[config.mk]
export PLATFORM = sky130hd
export DESIGN_NAME = pkt_byte_writer
export DESIGN_NICKNAME = d
export VERILOG_FILES = /design/src/rtl/pkt_byte_writer.sv
export SDC_FILE = /design/constraint.sdc
export NUM_CORES = 1
export LEC_CHECK = 0
export BUFFER_PORTS_ARGS = -buffer_cell sky130_fd_sc_hd__buf_2
export CORE_ASPECT_RATIO = 0.5
export CORE_MARGIN = 4
export CORE_UTILIZATION = 55
export DETAILED_ROUTE_END_ITERATION = 6
export PLACE_DENSITY = 0.84
export SLEW_MARGIN = 5
export SYNTH_ARGS = -nofsm -noshare
export SYNTH_HDL_FRONTEND = slang
export SYNTH_SLANG_ARGS = --single-unit
[constraint.sdc]
create_clock -name clk_in -period 5.3 [get_ports clk_in]
set_clock_uncertainty 0.1 [all_clocks]
set_input_delay 0.795 -clock clk_in [delete_from_list [all_inputs] [get_ports clk_in]]
set_output_delay 0.795 -clock clk_in [all_outputs]
set_load 0.005 [all_outputs]
[src/rtl/pkt_byte_writer.sv]
// Ping-pong packet writer: streams received bytes into one half of a 2x1024-byte
// buffer and hands each complete, error-free packet to a consumer in arrival order.
module pkt_byte_writer #(
    parameter int MAX_LEN = 1024
) (
    input  logic        clk_in,
    input  logic        rst_n_in,
    input  logic        rx_valid_in,
    input  logic [7:0]  rx_data_in,
    input  logic        rx_last_in,
    input  logic        rx_err_in,
    output logic        bram_en_out,
    output logic        bram_we_out,
    output logic [10:0] bram_addr_out,
    output logic [7:0]  bram_wr_d_out,
    output logic        pkt_ready_out,
    output logic        pkt_half_out,
    output logic [10:0] pkt_len_out,
    input  logic        pkt_done_in,
    output logic [7:0]  drop_cnt_out
);

    typedef enum logic [1:0] {IDLE, RECV, DROP} state_t;

    localparam logic [10:0] MAX_LEN_C = 11'(MAX_LEN);

    state_t            state_q, state_d;
    logic [10:0]       cnt_q, cnt_d;
    logic              wr_half_q, wr_half_d;
    logic              rd_half_q, rd_half_d;
    logic [1:0]        full_q, full_d;
    logic [1:0][10:0]  len_q, len_d;
    logic [7:0]        drop_cnt_q, drop_cnt_d;
    logic              we_q, we_d;
    logic [10:0]       addr_q, addr_d;
    logic [7:0]        wd_q, wd_d;
    logic              pend_q, pend_d;
    logic              pend_half_q, pend_half_d;
    logic              commit;
    logic              drop;

    // State register
    always_ff @(posedge clk_in or negedge rst_n_in) begin
        if (!rst_n_in) begin
            state_q     <= IDLE;
            cnt_q       <= '0;
            wr_half_q   <= 1'b0;
            rd_half_q   <= 1'b0;
            full_q      <= '0;
            len_q       <= '0;
            drop_cnt_q  <= '0;
            we_q        <= 1'b0;
            addr_q      <= '0;
            wd_q        <= '0;
            pend_q      <= 1'b0;
            pend_half_q <= 1'b0;
        end else begin
            // NOTE: sequential state uses non-blocking assignment so every flop samples pre-edge values.
            state_q     <= state_d;
            cnt_q       <= cnt_d;
            wr_half_q   <= wr_half_d;
            rd_half_q   <= rd_half_d;
            full_q      <= full_d;
            len_q       <= len_d;
            drop_cnt_q  <= drop_cnt_d;
            we_q        <= we_d;
            addr_q      <= addr_d;
            wd_q        <= wd_d;
            pend_q      <= pend_d;
            pend_half_q <= pend_half_d;
        end
    end

    // Next-state and datapath logic
    always_comb begin
        // NOTE: every comb output gets a default first so no path can infer a latch.
        state_d     = state_q;
        cnt_d       = cnt_q;
        wr_half_d   = wr_half_q;
        rd_half_d   = rd_half_q;
        full_d      = full_q;
        len_d       = len_q;
        drop_cnt_d  = drop_cnt_q;
        we_d        = 1'b0;
        addr_d      = addr_q;
        wd_d        = wd_q;
        pend_d      = 1'b0;
        pend_half_d = pend_half_q;
        commit      = 1'b0;
        drop        = 1'b0;

        // A committed half becomes visible one cycle after its last write strobe.
        if (pend_q)
            full_d[pend_half_q] = 1'b1;
        if (pkt_done_in && full_q[rd_half_q]) begin
            full_d[rd_half_q] = 1'b0;
            rd_half_d         = ~rd_half_q;
        end

        if (rx_valid_in) begin
            unique case (state_q)
                IDLE: begin
                    if (!full_q[wr_half_q]) begin
                        we_d   = 1'b1;
                        addr_d = {wr_half_q, 10'd0};
                        wd_d   = rx_data_in;
                        cnt_d  = 11'd1;
                        if (rx_last_in) begin
                            if (rx_err_in) drop   = 1'b1;
                            else           commit = 1'b1;
                        end else begin
                            state_d = RECV;
                        end
                    end else if (rx_last_in) begin
                        drop = 1'b1;
                    end else begin
                        state_d = DROP;
                    end
                end
                RECV: begin
                    if (cnt_q < MAX_LEN_C) begin
                        we_d   = 1'b1;
                        addr_d = {wr_half_q, cnt_q[9:0]};
                        wd_d   = rx_data_in;
                        cnt_d  = cnt_q + 11'd1;
                        if (rx_last_in) begin
                            if (rx_err_in) begin
                                drop    = 1'b1;
                                state_d = IDLE;
                            end else begin
                                commit = 1'b1;
                            end
                        end
                    end else if (rx_last_in) begin
                        drop    = 1'b1;
                        state_d = IDLE;
                    end else begin
                        state_d = DROP;
                    end
                end
                DROP: begin
                    if (rx_last_in) begin
                        drop    = 1'b1;
                        state_d = IDLE;
                    end
                end
                default: state_d = IDLE;
            endcase
        end

        if (commit) begin
            len_d[wr_half_q] = cnt_d;
            wr_half_d        = ~wr_half_q;
            pend_d           = 1'b1;
            pend_half_d      = wr_half_q;
            state_d          = IDLE;
        end
        if (drop && drop_cnt_q != 8'hFF)
            drop_cnt_d = drop_cnt_q + 8'd1;
    end

    // Output logic
    always_comb begin
        bram_en_out   = we_q;
        bram_we_out   = we_q;
        bram_addr_out = addr_q;
        bram_wr_d_out = wd_q;
        pkt_ready_out = full_q[rd_half_q];
        pkt_half_out  = rd_half_q;
        pkt_len_out   = len_q[rd_half_q];
        drop_cnt_out  = drop_cnt_q;
    end

endmodule

# Word level (Yosys, flattened, before mapping)
# Cells that the tools add are included.
# W data, S select, Z words.
[word_totals]
ff_bits = 69
[classes]
n_reduce_logical = 10
bitwise = 5
addsub = 2
n_eq_ne = 9
n_lt_le_gt_ge = 7
mux = 54
[ops]
columns = ["op", "count"]
rows = [
  ["$mux W11", 8],
  ["$pmux W11 S2", 2],
  ["$mux W2", 12],
  ["$bwmux W22", 1],
  ["$mux W1", 21],
  ["$mux W8", 2],
  ["$pmux W8 S2", 1],
  ["$add A11 B1 Y11 const B", 1],
  ["$demux W11 S1", 1],
  ["$lt A11 B11 Y1 const B", 1],
  ["$add A8 B1 Y8 const B", 1],
  ["$ne A4 B4 Y1 const B", 2],
  ["$ne A8 B8 Y1 const B", 1],
  ["$lt A1 B2 Y1 const B", 3],
  ["$ne A3 B3 Y1 const B", 2],
  ["$pmux W2 S3", 1],
  ["$logic_and A1 B1 Y1", 5],
  ["$reduce_and A5 Y1", 1],
  ["$ne A2 B2 Y1 const B", 2],
  ["$pmux W1 S2", 2],
  ["$reduce_and A4 Y1", 1],
  ["$reduce_bool A2 Y1", 2],
  ["$ge A1 B1 Y1 const B", 3],
  ["$pmux W1 S3", 1],
  ["8 further kinds", 10],
]

# Longest topological paths before layout
[logic_depth]
ltp_word = 8
ltp_mapped = 6
ltp_nobuf = 5

# Worst setup path after synthesis
# No wires, ideal clock.
[synth_timing]
path_type = "input to register"
startpoint = "input port rx_valid_in"
endpoint = "register len_q[12] (netlist bit)"
setup_time_ns = 0.125
path_buffers = 1
setup_slack_ns = 3.089
stages = 5
t_arrival_ns = 1.986
path_cell_list = "nor3b_1 -> a22oi_4 -> nor3b_4 -> buf_6 -> mux2_4"
[synth_between]
elab_chain_cells = 2
elab_cells_between_ends = 3
cone_classes = "mux (3)"
[synth_lines]
columns = ["element", "line_no", "text"]
rows = [
  ["from (decl)", "8", "input logic rx_valid_in,"],
  ["$mux W11", "100", "if (rx_valid_in) begin"],
  ["$bwmux W22", "152", "len_d[wr_half_q] = cnt_d;"],
  ["to (signal assigned)", "64", "len_q <= len_d;"],
  ["to (decl)", "32", "logic [1:0][10:0] len_q, len_d;"],
]
# Parallel ways exist; a longest one is shown, timed or not.
# A chain may end at the register's enable or synchronous reset.

# Worst setup path after layout
[layout_timing]
startpoint = "input port rx_valid_in"
endpoint = "register len_q[1] (netlist bit)"
# The elaborated chain is that of the path after synthesis.

==> parameters.txt <==
Parameter                              Value

Drt
  Post-DRT Antenna Nets    0
  Number of DRC markers in iteration 0    175
  Post-route DRC violation count    0
  Overall via count from detail_route    2,286
  Length of the first detailed-routing pass in iterations    4
  Detail-routed via count per cell    a little under 6
  Routed WL    between 6 and 7 mm
  Per-cell routed wire length    between 15 and 20 um

GRT
  GRT Util Overall    about a fifth
  Total congestion overflow    0
  Largest net degree at the start of global routing    70
  Antenna violations before repair    0
  Number of global-route vias before repair    2,368
  First-pass GRT wire length    around 12 mm

Setup path
  Critical path arrival    about 2.8 ns
  Startpoint Class    input port
  Gate family responsible for the most delay along the worst path    simple AND/OR/NAND/NOR gates
  Max stage delay cell, worst path    sky130_fd_sc_hd__nor3_4
  Total buffers and inverters traversed by the critical path    1
  Crit end category    flip-flop
  Kind of critical path    in -> reg
  Required time of the critical path    5.41 ns
  Cell-by-cell trace of the critical path    buf_2, nor3b_1, a22oi_4, nor3_4, mux2_2
  Critical path peak fanout    24
  Biggest cell delay along the critical path    approximately 0.72 ns

Synth
  Register bit count reported by yosys    69
  Syn avg cell area    around 12 um2
  Netlist area before placement    between 3000 and 4000 um2
  Sequential element share of the synthesized area    53.4%
  Count of distinct cell types in the synthesized netlist    between 50 and 60
  Post-Synthesis Cells    between 200 and 300
  Async set-reset flop share out of synthesis    100%
  Synth warn    0
  Number of enable-type register cells in the synthesized netlist    0
  Syn nets    approximately 280
  Top_reg_cell synth    sky130_fd_sc_hd__dfrtp_1

Die
  Core Box Area    roughly 5600 um2
  Width of the chip    ~120 um
  Die area    ~7200 um2
  Top-Level Pins    56
  Die height    62.2 um
  Row count    19
  Starting density of the core    a little under 60%

Run
  Max-cap violation count    0

Clock tree
  Number of buffers inserted by hold repair at cts    0
  H-tree depth    3
  Clock latency reported for the late side of the worst-skew pair    roughly 0.33 ns
  Setup Buffers After CTS    0
  Clk pin slew, worst setup/hold paths    0.06 ns
  Clock tree from TritonCTS    built
  Resize count post-CTS    0
  Clock buffer depth    2
  Total number of clock tree sinks    69
  Clock tree root driver cell    sky130_fd_sc_hd__clkbuf_16
  CTS Buf Count    9

Finish
  Final non-filler cell total    between 300 and 400
  Filler cell count    between 300 and 400
  Synthesis-to-finish area growth    18.5%
  Antenna diodes    0
  Nets@finish    331
  Finished Core Util    68.6%
  Flip-flop and latch area    1730 um2
  Non-Filler Cell Area, Final    ~3800 um2
  Multi-input gate area    between 1000 and 1500 um2
  Share of cells above drive strength 1    37.5%

Placement
  Placer Congestion    roughly 0.86
  Post-DP HPWL    about 4.7 mm
  Placement-stage cell area    between 3000 and 4000 um2
  Number of placed instances, taps included    between 300 and 400
  Port buffer count    55

Timing
  Period minus WS final    roughly 2.7 ns
  Final worst path period share    roughly 50%
  Hold Fails Final Rpt    0
  Setup-violating endpoint count in the final report    0
  Achievable Freq    375 MHz
  Actual slew at the worst max-slew pin    approximately 0.97 ns
  Unrepaired setup endpoints after global routing    no
  Worst rel slew slack    35.4%
  Pins Over Slew Limit    0
  Setup TNS Final    0 ns

Worst hold path
  Worst hold path class    reg -> reg

Pwr
  Maximum resistive drop on vdd    370 uV
  Leakage power    around 1.9 nW
  Power density of the placed cells    about 540 nW/um2

Status
  Status    finished clean
## cell families after synthesis
group           Yosys count  share of synthesized area [%]
compound gates           46                           10.8
xor+xnor                  8                           2.17
fa+ha+maj                 2                          0.774
buf+inv                  22                           3.40
flops                    69                           53.4
mux                      44                           17.5
simple gates             69                           12.0
## synth_stat cells, types with 2 or more instances
master                      number  area (um2)
sky130_fd_sc_hd__a211o_1         2        17.5
sky130_fd_sc_hd__o21ai_0        12        60.1
sky130_fd_sc_hd__nand4b_1        2        17.5
sky130_fd_sc_hd__inv_1           9        33.8
sky130_fd_sc_hd__mux2i_1         2        20.0
sky130_fd_sc_hd__a31oi_1         4        25.0
sky130_fd_sc_hd__mux2_2         21         236
sky130_fd_sc_hd__nand2_1        28         105
sky130_fd_sc_hd__a2bb2oi_1       2        17.5
sky130_fd_sc_hd__or4_1           2        15.0
sky130_fd_sc_hd__nor2_1          5        18.8
sky130_fd_sc_hd__o21a_1          2        15.0
sky130_fd_sc_hd__nor2b_1         2        12.5
sky130_fd_sc_hd__buf_6           2        22.5
sky130_fd_sc_hd__o221ai_1        2        17.5
sky130_fd_sc_hd__nand4_1         4        25.0
sky130_fd_sc_hd__o41ai_1         2        17.5
sky130_fd_sc_hd__and3_1          2        12.5
sky130_fd_sc_hd__ha_1            2        25.0
sky130_fd_sc_hd__xnor2_1         7        61.3
sky130_fd_sc_hd__nand3b_1        2        15.0
sky130_fd_sc_hd__a21oi_1         5        25.0
sky130_fd_sc_hd__buf_2           4        20.0
sky130_fd_sc_hd__nand2b_1        2        12.5
sky130_fd_sc_hd__mux2_4         19         285
sky130_fd_sc_hd__and2_1          3        18.8
sky130_fd_sc_hd__nor4_1          2        12.5
sky130_fd_sc_hd__nand3_1         7        35.0
sky130_fd_sc_hd__dfrtp_1        69        1730
sky130_fd_sc_hd__o2111a_1        2        22.5
sky130_fd_sc_hd__clkbuf_1        4        15.0
sky130_fd_sc_hd__nor3b_1         2        15.0
## worst reg2reg max path, stage by stage (launching register included)
cell	delay [ns]
sky130_fd_sc_hd__dfrtp_1	0.55
sky130_fd_sc_hd__nor2b_1	0.46
sky130_fd_sc_hd__a22oi_4	0.31
sky130_fd_sc_hd__nor3_4	0.72
sky130_fd_sc_hd__mux2_2	0.41
## final cells by class
class / instances / area share [%]
multi-input cells: 169 / 36.5
repair buffers: 56 / 7.38
well taps: 73 / 2.38
inverters: 10 / 1.05
clock buffers: 11 / 6.34
clock inverters: 5 / 1.31
flip-flops and latches: 69 / 45.1
## through the flow
| step | setup slack, ns | power, W | hold slack [ns] |
|---|---|---|---|
| 2_1_floorplan | 3.09 | 0.00129 | 0.371 |
| 3_3_place_gp | 2.42 | 0.00146 | 0.357 |
| 3_5_place_dp | 2.32 | 0.00150 | 0.365 |
| 4_1_cts | 2.62 | 0.00210 | 0.377 |
| 5_1_grt | 2.46 | 0.00222 | 0.415 |
| 6_report | 2.63 | 0.00208 | 0.374 |
## flip-flops by register name, indices dropped and copies added (netlist names)
name           flops
bram_en_out        1
pkt_half_out       1
bram_wr_d_out      8
cnt_q             11
drop_cnt_out       8
wr_half_q          1
full_q             2
len_q             22
state_q            2
bram_addr_out     11
pend_half_q        1
pend_q             1
## final timing paths
kind                       cells past startpoint  slack [ns]             start                to
setup / recovery                               5        2.63       rx_valid_in          len_q[1]
hold / removal                                 2        0.37  bram_addr_out[2]  bram_addr_out[2]
setup reg to reg                               4        2.64        state_q[0]          len_q[1]
hold reg to reg                                2        0.37  bram_addr_out[2]  bram_addr_out[2]
max in group asynchronous                      2        4.00          rst_n_in          len_q[1]
min in group asynchronous                      2        0.56          rst_n_in   drop_cnt_out[6]
## metal layers
| layer | GRT usage, % | part of all wire, % | vias up |
|---|---|---|---|
| met5 | 0 | 0 | - |
| met4 | 7.38 | 2.6 | 0 |
| met3 | 7.47 | 7.0 | 17 |
| met2 | 34.5 | 49 | 85 |
| met1 | 25.5 | 41 | 1127 |
| li1 | - | - | 1057 |
## where the power goes
part	switching (W)	internal (W)	leakage, nW
combinational	0.000318	0.000326	0.806
clock	0.000211	0.000373	0.149
sequential	0.000167	0.000687	0.901
total	0.000697	0.00139	1.86
## cells in the final DEF, fill, tap and decap left out, types with 7 or more instances in the layout
cell type | Yosys | final
sky130_fd_sc_hd__dfrtp_1 | 69 | 69
sky130_fd_sc_hd__buf_2 | 4 | 55
sky130_fd_sc_hd__nand2_1 | 28 | 28
sky130_fd_sc_hd__mux2_2 | 21 | 21
sky130_fd_sc_hd__mux2_4 | 19 | 19
sky130_fd_sc_hd__o21ai_0 | 12 | 12
sky130_fd_sc_hd__inv_1 | 9 | 9
sky130_fd_sc_hd__clkbuf_16 | 0 | 9
sky130_fd_sc_hd__nand3_1 | 7 | 7
sky130_fd_sc_hd__xnor2_1 | 7 | 7
Note: power is estimated with default switching activity, not from simulation.
